===== config.mk =====
export PLATFORM = sky130hd
export DESIGN_NAME = regbus_arbiter
export DESIGN_NICKNAME = d
export VERILOG_FILES = /design/src/rtl/regbus_arbiter.sv
export SDC_FILE = /design/constraint.sdc
export NUM_CORES = 1
export LEC_CHECK = 0
export CORE_AREA = 2 2 132 134
export CTS_CLUSTER_SIZE = 12
export DETAILED_ROUTE_END_ITERATION = 10
export DIE_AREA = 0 0 134 136
export PLACE_DENSITY = 0.69
export SLEW_MARGIN = 20
export SYNTH_ARGS = -nofsm -noshare
export SYNTH_HDL_FRONTEND = slang
export SYNTH_SLANG_ARGS = --single-unit

===== constraint.sdc =====
create_clock -name clk -period 2.3 [get_ports clk]
set_input_delay 0.46 -clock clk [delete_from_list [all_inputs] [get_ports clk]]
set_output_delay 0.46 -clock clk [all_outputs]
set_load 0.02 [all_outputs]

===== src/rtl/regbus_arbiter.sv =====
// ============================================================================
// Module   : regbus_arbiter
// Brief    : Round-robin two-master arbiter for the pmsre register bus with
//            request/done handshake and single-cycle read/write strobes.
// Revision : 1.0 - initial release
// ============================================================================
`default_nettype none

module regbus_arbiter #(
    parameter int ADDR_W   = 7,
    parameter int DATA_W   = 32,
    parameter int READ_LAT = 0
) (
    input  logic              clk,
    input  logic              reset,
    input  logic              m0_req,
    input  logic              m0_write,
    input  logic [ADDR_W-1:0] m0_addr,
    input  logic [DATA_W-1:0] m0_wdata,
    input  logic              m1_req,
    input  logic              m1_write,
    input  logic [ADDR_W-1:0] m1_addr,
    input  logic [DATA_W-1:0] m1_wdata,
    output logic              m0_gnt,
    output logic              m0_done,
    output logic [DATA_W-1:0] m0_rdata,
    output logic              m1_gnt,
    output logic              m1_done,
    output logic [DATA_W-1:0] m1_rdata,
    output logic [ADDR_W-1:0] s_addr,
    output logic [DATA_W-1:0] s_wdata,
    output logic              s_read,
    output logic              s_write,
    input  logic [DATA_W-1:0] s_rdata
);

    localparam int CNT_W = 2;

    typedef enum logic [1:0] {
        S_IDLE  = 2'd0,
        S_ISSUE = 2'd1,
        S_WAIT  = 2'd2,
        S_DONE  = 2'd3
    } state_t;

    state_t             r_state;
    logic               r_owner;     // 1 = master 1 owns the current transaction
    logic               r_last;      // 1 = master 1 was served last
    logic               r_is_write;
    logic [CNT_W-1:0]   r_cnt;

    logic               w_any_req;
    logic               w_win;
    logic               w_win_write;
    logic [ADDR_W-1:0]  w_win_addr;
    logic [DATA_W-1:0]  w_win_wdata;
    logic               w_enter_done;

    assign w_any_req   = m0_req | m1_req;
    // On a tie the master that was not served last wins.
    assign w_win       = (m0_req & m1_req) ? ~r_last : m1_req;
    assign w_win_write = w_win ? m1_write : m0_write;
    assign w_win_addr  = w_win ? m1_addr  : m0_addr;
    assign w_win_wdata = w_win ? m1_wdata : m0_wdata;

    // The edge that ends ISSUE (write or zero-latency read) or the last WAIT cycle.
    assign w_enter_done = ((r_state == S_ISSUE) && (r_is_write || (READ_LAT == 0))) ||
                          ((r_state == S_WAIT) && (r_cnt == '0));

    always_ff @(posedge clk) begin
        if (reset) begin
            r_state    <= S_IDLE;
            r_owner    <= 1'b0;
            r_last     <= 1'b1;
            r_is_write <= 1'b0;
            r_cnt      <= '0;
            m0_gnt     <= 1'b0;
            m1_gnt     <= 1'b0;
            m0_done    <= 1'b0;
            m1_done    <= 1'b0;
            m0_rdata   <= '0;
            m1_rdata   <= '0;
            s_addr     <= '0;
            s_wdata    <= '0;
            s_read     <= 1'b0;
            s_write    <= 1'b0;
        end else begin
            case (r_state)
                S_IDLE: begin
                    if (w_any_req) begin
                        r_owner    <= w_win;
                        r_is_write <= w_win_write;
                        s_addr     <= w_win_addr;
                        s_wdata    <= w_win_wdata;
                        s_write    <= w_win_write;
                        s_read     <= ~w_win_write;
                        m0_gnt     <= ~w_win;
                        m1_gnt     <= w_win;
                        r_state    <= S_ISSUE;
                    end
                end
                S_ISSUE: begin
                    s_write <= 1'b0;
                    s_read  <= 1'b0;
                    if (!w_enter_done) begin
                        r_cnt   <= CNT_W'(READ_LAT - 1);
                        r_state <= S_WAIT;
                    end
                end
                S_WAIT: begin
                    if (!w_enter_done) begin
                        r_cnt <= r_cnt - 1'b1;
                    end
                end
                S_DONE: begin
                    m0_done <= 1'b0;
                    m1_done <= 1'b0;
                    m0_gnt  <= 1'b0;
                    m1_gnt  <= 1'b0;
                    r_last  <= r_owner;
                    r_state <= S_IDLE;
                end
                default: begin
                    r_state <= S_IDLE;
                end
            endcase

            if (w_enter_done) begin
                r_state <= S_DONE;
                m0_done <= ~r_owner;
                m1_done <= r_owner;
                if (!r_is_write) begin
                    if (r_owner) begin
                        m1_rdata <= s_rdata;
                    end else begin
                        m0_rdata <= s_rdata;
                    end
                end
            end
        end
    end

endmodule

`default_nettype wire


==> run summary <==
The net count of the finished layout was 825. The layout has 1,543 filler cells. Number of design-rule violations left by the first detailed-router iteration: 124.

Among all flip-flop cells after synthesis, the most frequent one is sky130_fd_sc_hd__dfxtp_1. The total area inside the core boundary comes to 0.0169 mm2. In this run the worst setup path begins at r_state[1]. The vias after detailed routing is 4,243, and the wire length of the first global-routing pass is 21,800 um. Clock tree synthesis found a total of 116 sinks. The number of distinct library cells after synthesis was 30; the average vias per placed instance was 4.51.

The logs give 0 for the count of pins over their slew limit and 0.00245 mm2 for the combined area of the multi-input logic cells. The number of setup buffers added after CTS was 0; the critical-path maximum fanout was 32. The floorplan step set the die width to 134 um. A synthesized cell averages 10.2 um2.

The die outline height is 136 um, and the clock slew seen by the registers of the worst setup and hold paths is 0.05 ns. The number of buffers inserted by port buffering was 224; the sequential fraction of the synthesis area was 0.465. After clock tree synthesis, the flow added hold-fix buffers numbering 0. The startpoint identified for the worst register-to-register timing path is r_state[1]. Dividing the detail-routed wire length by the instance count gives 14.3 um.

The estimated wirelength of the detail-placed design was 9890 um; the number of failing hold endpoints at the final stage was 0. Dividing total power by cell area gives a power density of 1150 mW/mm2. For the count of antenna-violating nets left after detailed routing, the log shows 0.

For the insertion delay to the later sink of the worst-skew pair, the log shows 0.41 ns. The min-delay analysis places its worst path in the category primary input to flop. Synthesis produced 488 cells. The Yosys step of the flow raised 0 warnings. The share of synthesized flip-flops with an asynchronous set or reset was 0; the leakage power of the design was 3.12 nW. The total routed wirelength came out at 13,400 um. The mapped netlist covers 0.00499 mm2.

The tools report the initial antenna violation count as 0. The first detailed-routing pass ran for 5 iterations. Adding up every negative setup slack in the final design gives 0 ns.

The post-synthesis register bit count is 116, and the maximum operating frequency is 0.533 GHz. The initialized floorplan defines 48 standard-cell rows. In this run, synthesis inferred 0 flip-flops with an integrated enable. The tools report the weighted congestion at the end of routability-driven global placement as 0.751.

TritonCTS built the clock tree. The period utilization is 0.815. For the starting density of the core, the log shows 0.296. The flow ran to the end, and the final reports show no timing, DRC or antenna violations.

The completed layout was analyzed and its total power is 0.00921 W. At the worst endpoint, the required time is 2.57 ns. Clock skew on the completed layout was measured at 0.00610 ns. After layout, the minimum clock period comes to 1.88 ns. At the pin with the least slew margin, the transition time is 0.625 ns. The share of cells above drive strength 1 works out to 0.0656.

The total global routing track utilization is 0.152, and the cell total after placement is 910. Sum of overflow across all layers after global routing: 0. Relative to the synthesized area, the layout overhead comes to 60.2%.

The sequential cell area was 0.00232 mm2. The number of resized instances in the post-cts repair step was 0. The tools report the die outline area as 0.0182 mm2. The tools report the number of diodes as 0.

The H-tree depth reported by CTS is 4. The number of top-level pins was 225; the final cell count without fillers was 941. The pin count of the biggest net entering global routing is 56.

The tools report the number of max-capacitance violations reported as 0. Across the VDD grid, the largest voltage drop is 0.000521 V. Setup repair after global routing left no endpoint under its margin.

The final routed DRC violation total was 0; the number of buffers inserted during clock tree synthesis was 17. The worst slew margin relative to its limit is 0.583. The tree is rooted in a sky130_fd_sc_hd__clkbuf_16.

STA classifies the critical path endpoint as a flop. Counting along the longest clock path gives a buffer depth of 2. The worst hold path begins at reset. Via count of the first global-routing pass: 4,441.

The worst setup path is of the flop to flop kind. Setup violations remaining at the end of the flow were counted as 0. The kind of start point of the critical path was a flop.

The logs give 609 for the post-synthesis net count and 2.14 ns for the data arrival time of the worst path.
[kinds of logic (layout without fill, tap and decap cells)]
family	Yosys count	in the layout	synth area share
AND/OR/NAND/NOR	160	160	0.181
XOR/XNOR	1	1	0.00176
AO/OA/AOI/OAI	60	60	0.0848
adder cells (fa/ha/maj)	5	5	0.0125
multiplexers	104	104	0.209
buffers and inverters	42	270	0.0464
flip-flops	116	116	0.465
[per-stage QoR]
stage               setup slack [ns]   util  hold slack [ns]  cell area [um2]
floorplan                      0.726      -            0.478             4990
global placement               0.298  0.442            0.457             7460
detailed placement             0.240  0.442            0.468             7460
CTS                            0.381  0.474            0.437             7990
global route                   0.319  0.474            0.456             7990
finish                         0.425  0.474            0.458             7990
[metal layers]
metal | part of all wire | up-vias | routed length [um] | global-route usage
li1 | - | 2113 | - | -
met5 | 0 | - | 0 | 0
met4 | 0.013 | 0 | 170 | 0.0567
met2 | 0.47 | 179 | 6340 | 0.257
met1 | 0.43 | 1938 | 5750 | 0.174
met3 | 0.088 | 13 | 1190 | 0.0589
[cell usage after synthesis (2+ instances only)]
cell / n / area share
sky130_fd_sc_hd__dfxtp_1: 116 / 0.47
sky130_fd_sc_hd__mux2i_1: 104 / 0.21
sky130_fd_sc_hd__nand2b_1: 99 / 0.12
sky130_fd_sc_hd__nor2_1: 46 / 0.035
sky130_fd_sc_hd__a211oi_1: 41 / 0.062
sky130_fd_sc_hd__clkbuf_1: 22 / 0.017
sky130_fd_sc_hd__buf_6: 7 / 0.016
sky130_fd_sc_hd__a21oi_1: 6 / 0.0060
sky130_fd_sc_hd__o21ai_0: 6 / 0.0060
sky130_fd_sc_hd__buf_2: 5 / 0.0050
sky130_fd_sc_hd__ha_1: 5 / 0.013
sky130_fd_sc_hd__buf_4: 4 / 0.0060
sky130_fd_sc_hd__inv_1: 4 / 0.0030
sky130_fd_sc_hd__nand3b_1: 3 / 0.0045
sky130_fd_sc_hd__nor3b_1: 3 / 0.0045
sky130_fd_sc_hd__nor2b_1: 2 / 0.0025
sky130_fd_sc_hd__or3_1: 2 / 0.0025
[report_power, final]
group / switching (W) / leakage [nW] / internal (W) / total, W
Combinational: 0.00198 / 1.91 / 0.00190 / 0.00388
Sequential: 0.000337 / 0.951 / 0.00259 / 0.00293
Clock: 0.000907 / 0.261 / 0.00149 / 0.00240
Total: 0.00322 / 3.12 / 0.00598 / 0.00921
[placed cells by master, fill, tap and decap left out, drive strengths merged]
master / n
o21ai: 6
clkinvlp: 3
nor2: 46
or3b: 1
nor3b: 3
nor3: 2
xnor2: 1
dfxtp: 116
o21a: 1
a211oi: 41
clkinv: 7
ha: 5
nand3b: 3
inv: 4
nand4b: 1
nand2b: 99
clkbuf: 20
nor2b: 2
mux2i: 104
or2: 1
a21oi: 7
buf: 12
o2bb2ai: 1
a21boi: 1
or3: 2
a31oi: 1
bufinv: 1
clkdlybuf4s50: 223
a22oi: 1
a211o: 1
[final timing paths]
check	endpoint	slack [ns]	cells past startpoint
max reg2reg	m1_rdata[3]	0.42	6
min	r_owner	0.46	2
max	m1_rdata[3]	0.42	6
min reg2reg	m0_rdata[31]	0.47	2
[registers in the layout, indices dropped and copies added, names as in the netlist, 2 cells and up]
name      flops
r_cnt         2
s_addr        7
r_state       2
m1_rdata     32
s_wdata      32
m0_rdata     32
[area by class of cell]
class | count | share of cell area
Sequential cell | 116 | 0.291
Multi-Input combinational cell | 330 | 0.307
Inverter | 4 | 0.00188
Clock inverter | 11 | 0.0110
Timing Repair Buffer | 235 | 0.298
Tap cell | 225 | 0.0352
Clock buffer | 20 | 0.0559
[critical path: stages, from the launching register on]
cell and delay (ns):
sky130_fd_sc_hd__dfxtp_1 0.33, sky130_fd_sc_hd__inv_1 0.09, sky130_fd_sc_hd__ha_1 0.26, sky130_fd_sc_hd__a21oi_2 0.06
sky130_fd_sc_hd__or3b_2 0.45, sky130_fd_sc_hd__buf_4 0.32, sky130_fd_sc_hd__mux2i_1 0.19
Power figures use the tool's default switching activity.
